### src/rtl/spine_link_fifo.sv
// Elastic buffer for one inter-group spine link: absorbs valid-only bursts,
// drops and counts flits on overflow, and regenerates the destination address.
module spine_link_fifo #(
  parameter int DWIDTH = 16,
  parameter int DEPTH  = 8,
  parameter int CNT_W  = 16
) (
  input  logic                     clk,
  input  logic                     reset,
  input  logic [DWIDTH-1:0]        in_data,
  input  logic                     in_valid,
  output logic [DWIDTH-1:0]        out_data,
  output logic                     out_valid,
  output logic [5:0]               out_dest_addr,
  input  logic                     out_ready,
  input  logic                     link_enable,
  input  logic                     clear_stats,
  output logic [$clog2(DEPTH):0]   fifo_count,
  output logic                     fifo_full,
  output logic                     fifo_empty,
  output logic [CNT_W-1:0]         drop_count,
  output logic                     overflow
);

  localparam int AW = $clog2(DEPTH);
  localparam int CW = AW + 1;

  logic [DWIDTH-1:0] mem [DEPTH];

  logic [AW-1:0]    rdPtr_q, rdPtr_d;
  logic [AW-1:0]    wrPtr_q, wrPtr_d;
  logic [CW-1:0]    count_q, count_d;
  logic             full_q, full_d;
  logic             empty_q, empty_d;
  logic [CNT_W-1:0] dropCount_q, dropCount_d;
  logic             overflow_q, overflow_d;

  logic push;
  logic pop;
  logic drop;

  // The output side only ever looks at registered state plus the link gate.
  assign out_valid     = !empty_q && link_enable;
  assign out_data      = mem[rdPtr_q];
  assign out_dest_addr = out_data[DWIDTH-1 -: 6];

  assign pop  = out_valid && out_ready;
  assign push = in_valid && (!full_q || pop);
  assign drop = in_valid && full_q && !pop;

  always_comb begin
    rdPtr_d = rdPtr_q;
    wrPtr_d = wrPtr_q;
    if (pop) begin
      rdPtr_d = rdPtr_q + AW'(1);
    end
    if (push) begin
      wrPtr_d = wrPtr_q + AW'(1);
    end
    count_d = count_q + CW'(push) - CW'(pop);
    full_d  = (count_d == CW'(DEPTH));
    empty_d = (count_d == '0);
  end

  // A clear beats a coincident drop for the counter, but the drop still marks overflow.
  always_comb begin
    dropCount_d = dropCount_q;
    overflow_d  = overflow_q;
    if (clear_stats) begin
      dropCount_d = '0;
      overflow_d  = drop;
    end else if (drop) begin
      overflow_d = 1'b1;
      if (dropCount_q != {CNT_W{1'b1}}) begin
        dropCount_d = dropCount_q + CNT_W'(1);
      end
    end
  end

  always_ff @(posedge clk) begin
    if (reset) begin
      rdPtr_q     <= '0;
      wrPtr_q     <= '0;
      count_q     <= '0;
      full_q      <= 1'b0;
      empty_q     <= 1'b1;
      dropCount_q <= '0;
      overflow_q  <= 1'b0;
    end else begin
      rdPtr_q     <= rdPtr_d;
      wrPtr_q     <= wrPtr_d;
      count_q     <= count_d;
      full_q      <= full_d;
      empty_q     <= empty_d;
      dropCount_q <= dropCount_d;
      overflow_q  <= overflow_d;
    end
  end

  // Storage is deliberately left unreset; reset blocks the write instead.
  always_ff @(posedge clk) begin
    if (!reset && push) begin
      mem[wrPtr_q] <= in_data;
    end
  end

  assign fifo_count = count_q;
  assign fifo_full  = full_q;
  assign fifo_empty = empty_q;
  assign drop_count = dropCount_q;
  assign overflow   = overflow_q;

endmodule
### config.mk
export PLATFORM = sky130hd
export DESIGN_NAME = spine_link_fifo
export DESIGN_NICKNAME = d
export VERILOG_FILES = /design/src/rtl/spine_link_fifo.sv
export SDC_FILE = /design/constraint.sdc
export NUM_CORES = 1
export LEC_CHECK = 0
export CAP_MARGIN = 20
export CORE_MARGIN = 8
export CORE_UTILIZATION = 56
export CTS_CLUSTER_DIAMETER = 80
export DETAILED_ROUTE_END_ITERATION = 12
export PLACE_DENSITY = 0.77
export SETUP_SLACK_MARGIN = 0.5
export SLEW_MARGIN = 40
export SYNTH_ARGS = -nofsm -noshare
export SYNTH_HDL_FRONTEND = slang
export SYNTH_SLANG_ARGS = --single-unit
### constraint.sdc
create_clock -name clk -period 4.9 [get_ports clk]
set_input_delay 1.225 -clock clk [delete_from_list [all_inputs] [get_ports clk]]
set_output_delay 1.225 -clock clk [all_outputs]
set_load 0.03 [all_outputs]
## Word level (Yosys, flattened, before mapping)

Memory sizes are Yosys's and may differ from the RTL's. A register that Yosys moved wholly into a read port is not among the register bits.
Cells that the tools add are included.

| operators by class | value |
|---|---|
| reduce and logical (&&, ||, !) cells | 15 |
| equality and inequality tests | 2 |
| add/sub/neg operators | 5 |
| muxes and demuxes | 6 |

Operator list:

| kind | count |
|---|---|
| $add A16 B1 Y16 const B | 1 |
| $ne A16 B16 Y1 const B | 1 |
| $add A3 B1 Y3 const B | 2 |
| $logic_and A1 B1 Y1 | 6 |
| $mux W3 | 2 |
| $add A4 B1 Y4 | 1 |
| $eq A4 B4 Y1 const B | 1 |
| $logic_not A1 Y1 | 4 |
| $logic_not A4 Y1 | 1 |
| $mux W1 | 4 |
| $sub A4 B1 Y4 | 1 |
| $reduce_and A2 Y1 | 1 |
| $reduce_bool A2 Y1 | 1 |
| $reduce_or A2 Y1 | 1 |
| $logic_or A1 B1 Y1 | 1 |

| word-level totals | value |
|---|---|
| output and inout port bits | 46 |
| memories | 1 |
| bits in writable memories | 128 |
| bits of input ports | 22 |
| register bits | 29 |
| word-level logic and storage cells | 36 |

Memory list:

| name | words | bits a word | read ports | clocked after Yosys merged registers in | wr ports | line | RTL |
|---|---|---|---|---|---|---|---|
| mem | 8 | 16 | 1 | 1 | 1 | 28 | `logic [DWIDTH-1:0] mem [DEPTH];` |

## Logic depth before layout (Yosys ltp)

Gate-level depths: netlist of run 1.

| depth | value |
|---|---|
| word-level depth | 8 |
| gate-level depth with buffers | 10 |

## Worst setup path before layout of run 1

Ideal clock, no wire load.

| timing | value |
|---|---|
| path kind | input to register |
| start point | input port out_ready |
| end point | memory mem[0][0], enable pin |
| cell stages on the path | 4 |
| slack | 1.033 ns |
| library setup time | 0.436 ns |
| required time | 4.464 ns |
| data arrival time | 3.431 ns |
| path through | nand3b_2 clkinv_1 o21ai_2 nor4b_1 |

| on the way | value |
|---|---|
| cells in the longest elaborated chain, start to end | 6 |

Ends and longest elaborated chain:

| what | line | RTL |
|---|---|---|
| start, declared | 15 | `input logic out_ready,` |
| $logic_and A1 B1 Y1 | 47 | `assign pop = out_valid && out_ready;` |
| net pop | 39 | `logic pop;` |
| $logic_or A1 B1 Y1 | 48 | `assign push = in_valid && (!full_q \|\| pop);` |
| $logic_and A1 B1 Y1 | 48 |  |
| $logic_and A1 B1 Y1 | 102 | `if (!reset && push) begin` |
| $mux W1 | 102 |  |
| $mux W1 (not written as such) | 103 | `mem[wrPtr_q] <= in_data;` |
| end, declared | 28 |  |

The timed path passes the listed nets, and every way through them passes these cells.

==> out/results.txt, run 1 <==
Async SR Flop Fraction: 0%
worst reg2reg path depth: 10
drt first pass iters: 5
DRC violations left: 0
postcts setup bufs: 0
WL/cell: 20.5 um
Max Cap Viol: 0
Final Hold Viols: 0
#FFs+latches synth: 160
fin crit share: 79.6%
status: complete, no violations
Post-Syn Nets: 407
drt via density: 5.85
Crit path required time: 3670 ps
Netlist cell types: 50
Min Hold Slack: 474 ps
antenna cells: 0
WL final: 12.4 mm
FP Rows: 39
final number of setup-violating endpoints: 0
clk buf depth: 2
Area Growth Syn to Fin: 22.8%
Core Region: 11300 sq um
layout cells sized above 1: 23.2%
Congestion Overflow GR: 0
Hold/Removal Path Class: register to register
post-synthesis sequential area ratio: 69.5%
post-DP HPWL: 7.49 mm
Clock Pin Slew Worst Setup and Hold Paths: 60 ps
H-tree depth: 4
antenna viol nets, final: 0
# port buffers: 67
min Tclk post-route: 3900 ps
busiest grt layer: met2
TritonCTS clock tree: yes
Leakage: 2.56 nW
Hold Crit Depth: 2
placed cell area: 7310 sq um
PD cells: 454 nW/um^2
drt first-iter violations: 262
RSZ-0062 raised after global routing: no
clock sink count: 160
routed via count: 3559
post-CTS resize count: 0
power after layout: 0.00360 W
nets: 482
CP arrival: 2680 ps
GR Util met3: 6.30%
Clock Latency Late Sink: 420 ps
Fin Clk Skew: 6.62 ps
vias in the first global route: 3799
GR Layer Usage met1: 20.7%
All-Layer GR Usage: 17.7%
synthesized cell area: 6450 sq um
initial antenna violation count: 0
slew margin rel.: 52.5%
syn avg cell area: 17.1 sq um
TNS Setup: 0 ps
GRT met2 Usage: 29.3%
Critical Path Start Type: register
VDD IR max: 0.382 mV
fmax: 0.256 GHz
Ports: 68
Reg-to-Reg Start: fifo_empty
first-pass GRT wire length: 19.8 mm
cells after synthesis: 377
Die Ht: 123 um
crit path kind: register to primary output
pins over their slew limit: 0
crit-path max FO: 24
number of enable flip-flop cells after synthesis: 128
ys flop type: edfxtp_1
clock root buffer: clkbuf_16
full die area: 15200 sq um
hold_sp: overflow
Post-CTS Hold Buffers: 0
synth warn: 0
final core utilization: 70.0%
pin count of the biggest net entering global routing: 33
post-route cell area: 7920 sq um
Num CTS Buffers: 17
worst slew pin tran: 706 ps
Die X: 123 um
Starting Density: 57.0%
crit end category: primary output
Final Wtd Congestion: 0.937
where the power goes:
group / switching (W) / internal [W] / total, W / leakage, nW
sequential: 0.0000483 / 0.00155 / 0.00159 / 1.42
clock: 0.000537 / 0.000809 / 0.00135 / 0.290
combinational: 0.000359 / 0.000298 / 0.000657 / 0.853
flip-flops by register name, indices dropped and copies added, names as in the netlist, named ones only:
name and cells:
fifo_count 4, fifo_empty 1, overflow 1, fifo_full 1, rdPtr_q 3, mem 128, drop_count 16, wrPtr_q 3
area by class of cell:
cell class,count,area [sq um]
clock inverters,15,185
repair buffers,77,758
clock buffers,17,425
well taps,143,179
multi-input cells,189,1860
fillers,749,3400
flip-flops and latches,160,4490
inverters,7,26.3
worst paths after layout:
| check | to | slack, ps |
|---|---|---|
| worst max-delay path | out_data[6] | 1000 |
| worst min-delay path | overflow | 470 |
| worst max register to register | fifo_full | 2180 |
| worst min register to register | overflow | 470 |
metrics by stage:
stage               setup slack, ps  instances
floorplan                      1030        377
global placement               1070        576
detailed placement              896        576
CTS                             930        608
global route                    870        608
finish                          999        608
critical path, stage by stage, from the launching register on:
cell             delay, ps
dfxtp_2                530
buf_12                 270
mux4_2                 540
mux2_2                 310
clkdlybuf4s50_1        600
cells in the final DEF, fill, tap and decap left out, types with 4 or more instances in the layout:
cell and count:
a21oi_1 14, mux4_2 32, buf_4 9, and3_1 4, edfxtp_1 128, or4_1 6, nand4_1 5, or3_1 4
clkdlybuf4s50_1 67, xor2_1 4, dfxtp_1 30, clkbuf_16 17, o31ai_1 8, nand2_1 16, nand3_1 5, mux2_2 16
nor2_1 18, ha_1 7, o21ai_0 4, inv_1 6
metal layers:
metal / up-vias / part of all wire, %
met4: 0 / 1.8
met5: - / 0
met1: 1775 / 41
met3: 24 / 6.8
li1: 1651 / -
met2: 109 / 50
cells in the mapped netlist (2+ instances only):
master / instances / area share, %
edfxtp_1: 128 / 60
dfxtp_1: 32 / 9.9
mux4_2: 32 / 11
nor2_1: 18 / 1.0
mux2_2: 16 / 2.8
nand2_1: 16 / 0.93
a21oi_1: 14 / 1.1
clkbuf_1: 8 / 0.47
o31ai_1: 8 / 0.93
ha_1: 7 / 1.4
buf_4: 6 / 0.70
inv_1: 6 / 0.35
nor3_1: 6 / 0.47
or4_1: 6 / 0.70
buf_2: 5 / 0.39
nand3_1: 5 / 0.39
nand4_1: 5 / 0.48
and3_1: 4 / 0.39
o21ai_0: 4 / 0.31
or3_1: 4 / 0.39
xor2_1: 4 / 0.54
a31oi_1: 3 / 0.29
and4_1: 3 / 0.41
mux2i_1: 3 / 0.47
nor2b_1: 3 / 0.29
nor4_1: 3 / 0.29
xnor2_1: 3 / 0.41
buf_1: 2 / 0.12
o211ai_1: 2 / 0.23
kinds of logic (layout without fill, tap and decap cells):
logic type                 Yosys count  count (layout)  share of synthesized area, %
muxes                               51              51                          14.4
DFF                                160             160                          69.5
adders and majority gates            8               8                          1.67
and+or+nand+nor                     87              87                          7.78
xor gates and xnor gates             7               7                         0.951
AOI/OAI and AO/OA                   36              36                          3.57
buffers and inverters               28             116                          2.08
(Power assumes the default switching activity.)
==> run 2: changes to the inputs <==
- CORE_UTILIZATION: 56 -> 51
- PLACE_DENSITY: 0.77 -> 0.74
- clock period: 4.9 -> 3.4 ns (I/O delays scaled with it)
==> run 2 against run 1 <==
  * Sequential power is 45% higher
  * Core utilization is 5.3 points lower
  * Clock power is 31% higher
  * Highest routed layer unchanged
  * Worst hold slack better by 0.74 ps
  * Non-clock buffer count is 10 higher
  * Largest cell class unchanged
  * Via count is 1.1% higher
  * Design area is 1.8% higher
  * Clock skew is 1.2 ps lower
  * Critical path type unchanged
  * Critical endpoint unchanged
==> out/results.txt, run 2 (synthesis gave the netlist of run 1 again) <==
crit-path max FO: 8
Final Wtd Congestion: 0.784
Flop pwr share: 45.2%
drt first-iter violations: 254
drt via density: 5.58
antenna viol nets, final: 0
All-Layer GR Usage: 15.9%
pins over their slew limit: 0
crit end category: primary output
wire length on met1: 5.42 mm
DRC violations left: 0
Largest Register: mem
Final Hold Viols: 0
antenna cells: 0
max reg flops: 128
Psw: 0.00132 W
final number of setup-violating endpoints: 0
FP Rows: 41
worst slew pin tran: 815 ps
power after layout: 0.00508 W
Crit path required time: 2550 ps
sw frac: 26.0%
min Tclk post-route: 2940 ps
first-pass GRT wire length: 19.8 mm
H-tree depth: 4
uppermost layer routed: met4
Die X: 128 um
post-route cell area: 8060 sq um
Hold/Removal Path Class: register to register
metal3 WL: 832 um
commonest non-fill, non-tap cell in the layout: edfxtp_1
Clock Pin Slew Worst Setup and Hold Paths: 60 ps
full die area: 16500 sq um
hold_sp: overflow
# port buffers: 67
Reg-to-Reg Start: fifo_empty
slew margin rel.: 45.2%
Die Ht: 128 um
routed via count: 3599
Internal: 0.00376 W
dpl ws: 261 ps
initial antenna violation count: 0
most frequent cells in the layout: edfxtp_1, clkdlybuf4s50_1, mux4_2, dfxtp_1
Leakage: 2.66 nW
TritonCTS clock tree: yes
Multi-input gate area: 1900 sq um
PD cells: 630 nW/um^2
clock root buffer: clkbuf_16
Fin Clk Skew: 5.41 ps
Area Growth Syn to Fin: 24.9%
nets: 492
Max Cap Viol: 0
met2 WL post-DR: 6.62 mm
register area: 4490 sq um
Post-CTS Hold Buffers: 0
VDD IR max: 0.464 mV
Min Hold Slack: 475 ps
clock sink count: 160
Congestion Overflow GR: 0
fmax: 0.341 GHz
Core Region: 12500 sq um
clk buf depth: 2
Comb power frac: 19.9%
Clock Latency Late Sink: 410 ps
WL final: 13.0 mm
fin crit share: 86.3%
crit path kind: register to primary output
Num CTS Buffers: 17
CP arrival: 2090 ps
vias in the first global route: 3719
layout cells sized above 1: 28.1%
pin count of the biggest net entering global routing: 33
setup ws final: 465 ps
TNS Setup: 0 ps
placed cell area: 7400 sq um
Starting Density: 51.7%
status: complete, no violations
Clk pwr share: 34.9%
drt first pass iters: 4
RSZ-0062 raised after global routing: yes
Ports: 68
post-DP HPWL: 7.54 mm
WL/cell: 20.2 um
Critical Path Start Type: register
fill cell count: 893
-- run 2: cell count changes in the layout (fill, tap and decap cells not counted), moves of 3 or more --
| cell | previous run | this run |
|---|---|---|
| mux2_4 | 0 | 7 |
| clkdlybuf4s50_1 | 67 | 44 |
| mux2_2 | 16 | 9 |
| buf_4 | 9 | 15 |
| buf_6 | 0 | 8 |
| buf_2 | 0 | 12 |
| buf_12 | 1 | 4 |
-- run 2: worst max-delay path, cell delays in order, from the launching register on --
cell	delay, ps
dfxtp_4	430
buf_12	120
buf_16	130
mux4_2	500
mux2_2	300
buf_2	190
-- run 2: cell type report --
type	count	area share (%)
inverters	7	0.373
multi-input cells	189	23.6
flip-flops and latches	160	55.7
repair buffers	87	10.8
clock buffers	19	5.37
clock inverters	11	1.46
well taps	172	2.67
-- run 2: what timing repair did --
action	CTS	global route
cloned	2	1
buffers inserted	0	3
gates resized for setup	87	63
setup endpoints to repair	23	21
-- run 2: power by group through the flow --
stage	Sequential (W)	Combinational (W)	Clock [W]
floorplan	0.00238	0.000582	0
global placement	0.00232	0.000953	0
detailed placement	0.00233	0.000978	0
CTS	0.00229	0.000979	0.00180
global route	0.00231	0.00109	0.00187
finish	0.00230	0.00101	0.00177
-- run 2: layer usage --
layer	GRT usage, %	vias to the layer above
met5	0	-
met4	4.83	0
met3	6.00	15
met2	26.6	104
met1	18.9	1806
li1	-	1674
-- run 2: worst paths after layout --
| check | end | slack [ps] | cells after the start |
|---|---|---|---|
| setup reg to reg | fifo_empty | 1160 | 9 |
| setup / recovery | out_data[6] | 460 | 5 |
| hold reg to reg | overflow | 470 | 2 |
| hold / removal | overflow | 470 | 2 |
-- run 2: stage by stage --
step,utilization (%),instances
detailed placement,59.4,609
finish,64.6,645
global placement,59.4,609
floorplan,-,377
global route,64.6,645
CTS,64.1,641
